<file path="config.mk">
export PLATFORM = sky130hd
export DESIGN_NAME = lzd_norm_pipe
export DESIGN_NICKNAME = d
export VERILOG_FILES = /design/src/rtl/lzd_pkg.sv /design/src/rtl/lzd_tree.sv /design/src/rtl/lzd_norm_pipe.sv
export SDC_FILE = /design/constraint.sdc
export NUM_CORES = 1
export LEC_CHECK = 0
export BUFFER_PORTS_ARGS = -buffer_cell sky130_fd_sc_hd__buf_2
export CORE_UTILIZATION = 60
export CTS_CLUSTER_SIZE = 20
export DETAILED_ROUTE_END_ITERATION = 12
export PLACE_DENSITY = 0.8
export SYNTH_ARGS = -nofsm -noshare
export SYNTH_HDL_FRONTEND = slang
export SYNTH_SLANG_ARGS = --single-unit
</file>
<file path="constraint.sdc">
create_clock -name clk -period 6.5 [get_ports clk]
set_input_delay 1.625 -clock clk [delete_from_list [all_inputs] [get_ports clk]]
set_output_delay 1.625 -clock clk [all_outputs]
set_load 0.01 [all_outputs]
</file>
<file path="src/rtl/lzd_pkg.sv">
// Shared helpers for the leading-zero/leading-one normaliser.
//   clog2        : ceiling log2 usable in constant expressions
//   pad_width    : tree width, operand width rounded up to a power of two
//   tree_levels  : number of pairwise levels in the tree (log2 of pad_width)
//   split_level  : level at which the three-stage pipeline cuts the tree
//   count_width  : bits needed to hold a count of 0..DW
//   pipe_ok      : legal range check for the stage count
package lzd_pkg;

    localparam int PIPE_MIN = 1;
    localparam int PIPE_MAX = 3;

    function automatic int clog2(input int n);
        int r;
        r = 0;
        while ((1 << r) < n) r++;
        return r;
    endfunction

    function automatic int pad_width(input int dw);
        return 1 << clog2(dw);
    endfunction

    function automatic int tree_levels(input int dw);
        return clog2(dw);
    endfunction

    function automatic int split_level(input int dw);
        return (clog2(dw) + 1) / 2;
    endfunction

    function automatic int count_width(input int dw);
        return clog2(dw + 1);
    endfunction

    function automatic bit pipe_ok(input int p);
        return (p >= PIPE_MIN) && (p <= PIPE_MAX);
    endfunction

endpackage

</file>
<file path="src/rtl/lzd_tree.sv">
// Combinational pairwise leading-terminator tree, levels START..STOP.
// A node at level k covers 2^k input bits and carries:
//   v : a terminating (set) bit exists somewhere in the group
//   p : leading count inside the group (k bits, kept in the low bits of an
//       L-bit field so every level uses the same storage width)
// Index order: higher node index = more significant bits.
// Ports:
//   v_in  : node valid bits at level START   (PW >> START nodes)
//   p_in  : node counts at level START, L bits per node
//   v_out : node valid bits at level STOP    (PW >> STOP nodes)
//   p_out : node counts at level STOP, L bits per node
module lzd_tree #(
    parameter int PW    = 64,
    parameter int L     = 6,
    parameter int START = 0,
    parameter int STOP  = 6
) (
    input  logic [(PW >> START)-1:0]     v_in,
    input  logic [(PW >> START)*L-1:0]   p_in,
    output logic [(PW >> STOP)-1:0]      v_out,
    output logic [(PW >> STOP)*L-1:0]    p_out
);

    localparam int NIN  = PW >> START;
    localparam int NOUT = PW >> STOP;
    localparam int NL   = STOP - START;

    logic [PW-1:0] v_l [0:NL];
    logic [L-1:0]  p_l [0:NL][0:PW-1];

    always_comb begin
        logic         hi_v;
        logic [L-1:0] p_t;
        hi_v = 1'b0;
        p_t  = '0;
        for (int k = 0; k <= NL; k++) begin
            v_l[k] = '0;
            for (int i = 0; i < PW; i++) p_l[k][i] = '0;
        end
        for (int i = 0; i < NIN; i++) begin
            v_l[0][i] = v_in[i];
            p_l[0][i] = p_in[i*L +: L];
        end
        for (int k = 0; k < NL; k++) begin
            for (int j = 0; j < PW / 2; j++) begin
                if (j < (PW >> (START + k + 1))) begin
                    hi_v = v_l[k][2*j+1];
                    v_l[k+1][j] = hi_v | v_l[k][2*j];
                    // Upper half terminates: count comes from it alone.
                    // Otherwise the whole upper half (2^level bits) is leading.
                    p_t = hi_v ? p_l[k][2*j+1] : p_l[k][2*j];
                    p_t[START+k] = ~hi_v;
                    p_l[k+1][j] = p_t;
                end
            end
        end
        for (int i = 0; i < NOUT; i++) begin
            v_out[i]         = v_l[NL][i];
            p_out[i*L +: L]  = p_l[NL][i];
        end
    end

endmodule

</file>
<file path="src/rtl/lzd_norm_pipe.sv">
// Pipelined leading-zero / leading-one detector with left normaliser.
// One operand per cycle under valid/ready; result after exactly PIPE cycles
// when the output is not stalled.
// Ports:
//   clk, reset            : clock, asynchronous active-high reset
//   scan_in0, scan_en,
//   test_mode, scan_out0  : DFT hooks, not used by the logic (scan_out0 = 0)
//   in_valid/in_ready     : operand handshake
//   din, lo_mode, tag_in  : operand, 1 = count leading ones, sideband tag
//   out_valid/out_ready   : result handshake
//   numz                  : leading count 0..DW
//   dout                  : din << numz, zero filled
//   zero                  : no terminating bit (numz == DW)
//   tag_out               : tag of this result
// Handshake: a transfer happens on a cycle where valid and ready are both 1.
// The whole pipe advances together (adv = ~out_valid | out_ready); in_ready
// is adv, so bubbles never block acceptance while the output drains.
module lzd_norm_pipe
    import lzd_pkg::*;
#(
    parameter int DW   = 48,
    parameter int CW   = $clog2(DW + 1),
    parameter int PIPE = 2,
    parameter int TAGW = 4
) (
    input  logic            clk,
    input  logic            reset,
    input  logic            scan_in0,
    input  logic            scan_en,
    input  logic            test_mode,
    output logic            scan_out0,
    input  logic            in_valid,
    output logic            in_ready,
    input  logic [DW-1:0]   din,
    input  logic            lo_mode,
    input  logic [TAGW-1:0] tag_in,
    output logic            out_valid,
    input  logic            out_ready,
    output logic [CW-1:0]   numz,
    output logic [DW-1:0]   dout,
    output logic            zero,
    output logic [TAGW-1:0] tag_out
);

    localparam int PW = pad_width(DW);
    localparam int L  = tree_levels(DW);
    localparam int M  = split_level(DW);
    localparam int NM = PW >> M;

    logic unused_scan;
    assign unused_scan = ^{scan_in0, scan_en, test_mode};
    assign scan_out0   = 1'b0;

    logic adv;
    logic out_valid_q, out_valid_d;
    logic [CW-1:0]   numz_q, numz_d;
    logic [DW-1:0]   dout_q, dout_d;
    logic            zero_q, zero_d;
    logic [TAGW-1:0] tag_q, tag_d;

    assign adv      = ~out_valid_q | out_ready;
    assign in_ready = adv;

    // Operand (inverted for leading-one mode) in the MSBs, padding ones below
    // so the count saturates at DW whenever PW > DW.
    logic [PW-1:0] tree_in;
    always_comb begin
        tree_in = '1;
        tree_in[PW-1 -: DW] = din ^ {DW{lo_mode}};
    end

    // Last pre-output stage: count + original operand ready for the shifter.
    logic            fin_valid;
    logic [CW-1:0]   fin_numz;
    logic [DW-1:0]   fin_din;
    logic [TAGW-1:0] fin_tag;

    if (!pipe_ok(PIPE)) begin : g_bad
        $error("lzd_norm_pipe: PIPE must be 1..3");
        assign fin_valid = 1'b0;
        assign fin_numz  = '0;
        assign fin_din   = '0;
        assign fin_tag   = '0;
    end else if (PIPE == 1) begin : g_p1
        logic         root_v;
        logic [L-1:0] root_p;
        lzd_tree #(.PW(PW), .L(L), .START(0), .STOP(L)) u_tree (
            .v_in (tree_in),
            .p_in ('0),
            .v_out(root_v),
            .p_out(root_p)
        );
        // root_v can only be 0 when PW == DW and the operand has no terminator.
        assign fin_valid = in_valid;
        assign fin_numz  = root_v ? CW'(root_p) : CW'(DW);
        assign fin_din   = din;
        assign fin_tag   = tag_in;
    end else if (PIPE == 2) begin : g_p2
        logic         root_v;
        logic [L-1:0] root_p;
        logic            s1_valid_q, s1_valid_d;
        logic [CW-1:0]   s1_numz_q, s1_numz_d;
        logic [DW-1:0]   s1_din_q, s1_din_d;
        logic [TAGW-1:0] s1_tag_q, s1_tag_d;

        lzd_tree #(.PW(PW), .L(L), .START(0), .STOP(L)) u_tree (
            .v_in (tree_in),
            .p_in ('0),
            .v_out(root_v),
            .p_out(root_p)
        );

        always_comb begin
            s1_valid_d = s1_valid_q;
            s1_numz_d  = s1_numz_q;
            s1_din_d   = s1_din_q;
            s1_tag_d   = s1_tag_q;
            if (adv) begin
                s1_valid_d = in_valid;
                s1_numz_d  = root_v ? CW'(root_p) : CW'(DW);
                s1_din_d   = din;
                s1_tag_d   = tag_in;
            end
        end

        always_ff @(posedge clk or posedge reset) begin
            if (reset) begin
                s1_valid_q <= 1'b0;
                s1_numz_q  <= '0;
                s1_din_q   <= '0;
                s1_tag_q   <= '0;
            end else begin
                s1_valid_q <= s1_valid_d;
                s1_numz_q  <= s1_numz_d;
                s1_din_q   <= s1_din_d;
                s1_tag_q   <= s1_tag_d;
            end
        end

        assign fin_valid = s1_valid_q;
        assign fin_numz  = s1_numz_q;
        assign fin_din   = s1_din_q;
        assign fin_tag   = s1_tag_q;
    end else begin : g_p3
        logic [NM-1:0]   mid_v;
        logic [NM*L-1:0] mid_p;
        logic            root_v;
        logic [L-1:0]    root_p;
        logic            ma_valid_q, ma_valid_d;
        logic [NM-1:0]   ma_v_q, ma_v_d;
        logic [NM*L-1:0] ma_p_q, ma_p_d;
        logic [DW-1:0]   ma_din_q, ma_din_d;
        logic [TAGW-1:0] ma_tag_q, ma_tag_d;
        logic            s2_valid_q, s2_valid_d;
        logic [CW-1:0]   s2_numz_q, s2_numz_d;
        logic [DW-1:0]   s2_din_q, s2_din_d;
        logic [TAGW-1:0] s2_tag_q, s2_tag_d;

        // Tree cut at level M: the p/v vectors of that level are registered.
        lzd_tree #(.PW(PW), .L(L), .START(0), .STOP(M)) u_tree_lo (
            .v_in (tree_in),
            .p_in ('0),
            .v_out(mid_v),
            .p_out(mid_p)
        );

        lzd_tree #(.PW(PW), .L(L), .START(M), .STOP(L)) u_tree_hi (
            .v_in (ma_v_q),
            .p_in (ma_p_q),
            .v_out(root_v),
            .p_out(root_p)
        );

        always_comb begin
            ma_valid_d = ma_valid_q;
            ma_v_d     = ma_v_q;
            ma_p_d     = ma_p_q;
            ma_din_d   = ma_din_q;
            ma_tag_d   = ma_tag_q;
            s2_valid_d = s2_valid_q;
            s2_numz_d  = s2_numz_q;
            s2_din_d   = s2_din_q;
            s2_tag_d   = s2_tag_q;
            if (adv) begin
                ma_valid_d = in_valid;
                ma_v_d     = mid_v;
                ma_p_d     = mid_p;
                ma_din_d   = din;
                ma_tag_d   = tag_in;
                s2_valid_d = ma_valid_q;
                s2_numz_d  = root_v ? CW'(root_p) : CW'(DW);
                s2_din_d   = ma_din_q;
                s2_tag_d   = ma_tag_q;
            end
        end

        always_ff @(posedge clk or posedge reset) begin
            if (reset) begin
                ma_valid_q <= 1'b0;
                ma_v_q     <= '0;
                ma_p_q     <= '0;
                ma_din_q   <= '0;
                ma_tag_q   <= '0;
                s2_valid_q <= 1'b0;
                s2_numz_q  <= '0;
                s2_din_q   <= '0;
                s2_tag_q   <= '0;
            end else begin
                ma_valid_q <= ma_valid_d;
                ma_v_q     <= ma_v_d;
                ma_p_q     <= ma_p_d;
                ma_din_q   <= ma_din_d;
                ma_tag_q   <= ma_tag_d;
                s2_valid_q <= s2_valid_d;
                s2_numz_q  <= s2_numz_d;
                s2_din_q   <= s2_din_d;
                s2_tag_q   <= s2_tag_d;
            end
        end

        assign fin_valid = s2_valid_q;
        assign fin_numz  = s2_numz_q;
        assign fin_din   = s2_din_q;
        assign fin_tag   = s2_tag_q;
    end

    // Output stage: shifter. A shift by DW clears dout, covering zero = 1.
    always_comb begin
        out_valid_d = out_valid_q;
        numz_d      = numz_q;
        dout_d      = dout_q;
        zero_d      = zero_q;
        tag_d       = tag_q;
        if (adv) begin
            out_valid_d = fin_valid;
            numz_d      = fin_numz;
            dout_d      = fin_din << fin_numz;
            zero_d      = (fin_numz == CW'(DW));
            tag_d       = fin_tag;
        end
    end

    always_ff @(posedge clk or posedge reset) begin
        if (reset) begin
            out_valid_q <= 1'b0;
            numz_q      <= '0;
            dout_q      <= '0;
            zero_q      <= 1'b0;
            tag_q       <= '0;
        end else begin
            out_valid_q <= out_valid_d;
            numz_q      <= numz_d;
            dout_q      <= dout_d;
            zero_q      <= zero_d;
            tag_q       <= tag_d;
        end
    end

    assign out_valid = out_valid_q;
    assign numz      = numz_q;
    assign dout      = dout_q;
    assign zero      = zero_q;
    assign tag_out   = tag_q;

endmodule

</file>
==> summary.md <==
| Metric | Value |
|---|---|
| GRT Total Usage | 32.4% |
| ANT cells | 0 |
| Largest net degree at the start of global routing | 73 |
| Port buffer count | 117 |
| Synth top cells by count | 255 x nand2_1, 119 x dfrtp_1, 55 x o21ai_0, 50 x nor2_1, 41 x mux4_2 |
| Worst Hold Class | reg2reg |
| Hold Fails Final Rpt | 0 |
| Post-route ant nets | 0 |
| Initial antenna violation count | 0 |
| Share of cells above drive strength 1 | 23.8% |
| Peak Freq | around 0.26 GHz |
| H-tree levels | 4 |
| Minimum hold slack | around 0.45 ns |
| CP Launch Type | input pin |
| Setup slack, reg-to-reg | between 3 and 4 ns |
| Cell breakdown of the critical path | buf_2, nor2b_4, clkinv_1, buf_2 |
| Clk buf depth | 2 |
| First-pass iteration count of the detailed router | 7 |
| Final Instance Area | 0.00939 mm2 |
| Clk_lat worst skew | between 0.4 and 0.5 ns |
| Max VDD drop | between 200 and 250 uV |
| Slowest stage delay, CP | 0.21 ns |
| Placed Cells | 1,144 |
| Initial Utilization | 61.3% |
| Area growth syn-to-layout | 15.6% |
| Synth Cell Area | between 0.008 and 0.009 mm2 |
| GR Overflow Total | 0 |
| RSZ-0062 raised after global routing | no |
| Total power | 0.00305 W |
| Final setup fails | 0 |
| CTS Hold Buffers Added | 0 |
| Placer Congestion | 0.964 |
| # resized after CTS | 0 |
| Hold-critical path depth | 2 |
| Cell count of the worst reg-to-reg path | 6 |
| CTS Buf Count | 17 |
| DR iter-0 viols | between 800 and 900 |
| DRC | 0 |
| Synth top area share | 36.7% |
| EDFF count, synth | 0 |
| Leak | 4.33 nW |
| Die area | between 0.01 and 0.015 mm2 |
| Setup crit start | out_ready |
| Slew of the pin with the lowest slew margin | 1.08 ns |
| RR Startpoint | fin_numz[1] |
| Critical path type | in2out |
| Async set or reset register ratio after synthesis | 100% |
| Yosys top cell by area | dfrtp_1 |
| Largest cells by area after synthesis | dfrtp_1 37%, nand2_1 12%, mux4_2 11% |
| # Post-CTS Setup Buffers | 0 |
| FF+latch count, synth | 119 |
| Ys flop type | dfrtp_1 |
| Slowest-stage cell, CP | nor2b_4 |
| CP arrival | between 2 and 2.5 ns |
| PD cells | 324 mW/mm2 |
| Max Cap Viol | 0 |
| Critical Path RT | 4.88 ns |
| Slew HR | a little over a quarter |
| Worst Skew | 0.0111 ns |
| Sum Neg Setup Slack | 0 ns |
| Io pins | 122 |
| Period Utilization, post-route | just under 60% |
| Yosys Warn Count | 0 |
| Hold Startpoint | fin_valid |
| Detailed placement HPWL | between 15,000 and 20,000 um |
| Top-count cell post-synth | nand2_1 |
| Max-slew violations | 0 |
| Routed via count | 7,539 |
| Number of global-route vias before repair | around 6,900 |
| CP bufs+invs | 3 |
| DIE HEIGHT | between 100 and 150 um |
| Setup crit end kind | output port |
| Routed wire length | 21,700 um |
| Hold worst-path end | fin_valid |
| Worst path most repeated cell | buf_2 |
| Worst-path clk slew | 0.05 ns |
| Mean area per synthesized cell | slightly below 9 um2 |
| Site row count | between 40 and 50 |
| First-pass GRT wire length | 35,600 um |
| Worst-path maximum fanout | 3 |
| Synth unique cells | 59 |
| Tmin final | between 3 and 4 ns |
| WL per Instance | 18.4 um |
| Worst r2r dst | dout[47] |
| Routed vias/inst | 6.41 |
| Clk sinks | 119 |
| Die width | 118 um |
| Root buffer cell | clkbuf_16 |
| Status | completed |
| Final cell count without fillers | ~1,200 |
| Placement Cell Area | 0.00872 mm2 |
| Core Region | approximately 0.013 mm2 |
| Post-synthesis net count | 970 |
| Final #Nets | 1,047 |
| Post-Synthesis Cells | 910 |
| Post-synthesis sequential area ratio | 36.7% |
| Top Family by Delay on Critical Path | buffers and inverters |
| CTS tree | yes |
## sequential cells by signal, indices dropped and copies added, names as in the netlist
register   count
fin_valid      1
fin_tag        4
out_valid      1
dout          48
fin_din       48
zero           1
fin_numz       6
numz           6
tag_out        4
## worst min-delay path: cells and delay by family (launching register included)
kind | cells | cell delay [ns]
flip-flops | 1 | 0.33
AND/OR/NAND/NOR | 2 | 0.10
## cells in the final DEF (no fill, tap or decap), drive strengths merged, types with 13 or more instances in the layout
cell	synthesis	final
mux2i	37	37
mux4	47	47
nand3	19	19
nor3	18	18
a21oi	36	36
mux2	24	24
buf	35	127
o21ai	55	55
nand2	255	255
nor2	50	50
a22o	13	13
dfrtp	119	119
a22oi	15	15
clkbuf	34	20
## power by group
| group | switching, W | leakage (nW) | internal (W) |
|---|---|---|---|
| Combinational | 0.000541 | 2.55 | 0.000429 |
| Clock | 0.000339 | 0.322 | 0.000709 |
| Sequential | 0.000135 | 1.46 | 0.000892 |
| Total | 0.00101 | 4.33 | 0.00203 |
## metal layers
metal  vias to the layer above  part of all wire, %  track usage [%]
li1                       3481                    -                -
met1                      3611                   42             44.5
met2                       397                   47             50.5
met3                        50                  8.6             6.76
met4                         0                  3.2             13.1
met5                         -                    0                0
## area by class of cell
class,count,area [um2]
Tap cell,176,220
Clock inverter,12,198
Timing Repair Buffer,127,661
Inverter,13,51.3
Multi-Input combinational cell,709,4810
Sequential cell,119,2980
Fill cell,1023,3860
Clock buffer,20,467
## cell families after synthesis
family,share of synthesized area (%)
compound gates,16.7
xor+xnor,0.216
buf+inv,4.28
flops,36.7
mux,21.2
other cells,0.0462
simple gates,20.9
## worst max path at each step
stage	end	slack, ns	cells past startpoint
after global routing	in_ready	2.61	4
after CTS	in_ready	2.66	4
after global placement	dout[17]	2.47	7
after floorplan	dout[0]	1.72	1
final	in_ready	2.65	4
after detailed placement	dout[17]	2.45	7
## per-stage QoR
step	util (%)	worst slack [ns]
finish	70.9	2.65
global route	70.9	2.61
CTS	70.9	2.66
detailed placement	65.9	2.45
global placement	65.9	2.47
floorplan	-	1.72
Note: power is estimated with default switching activity, not from simulation.
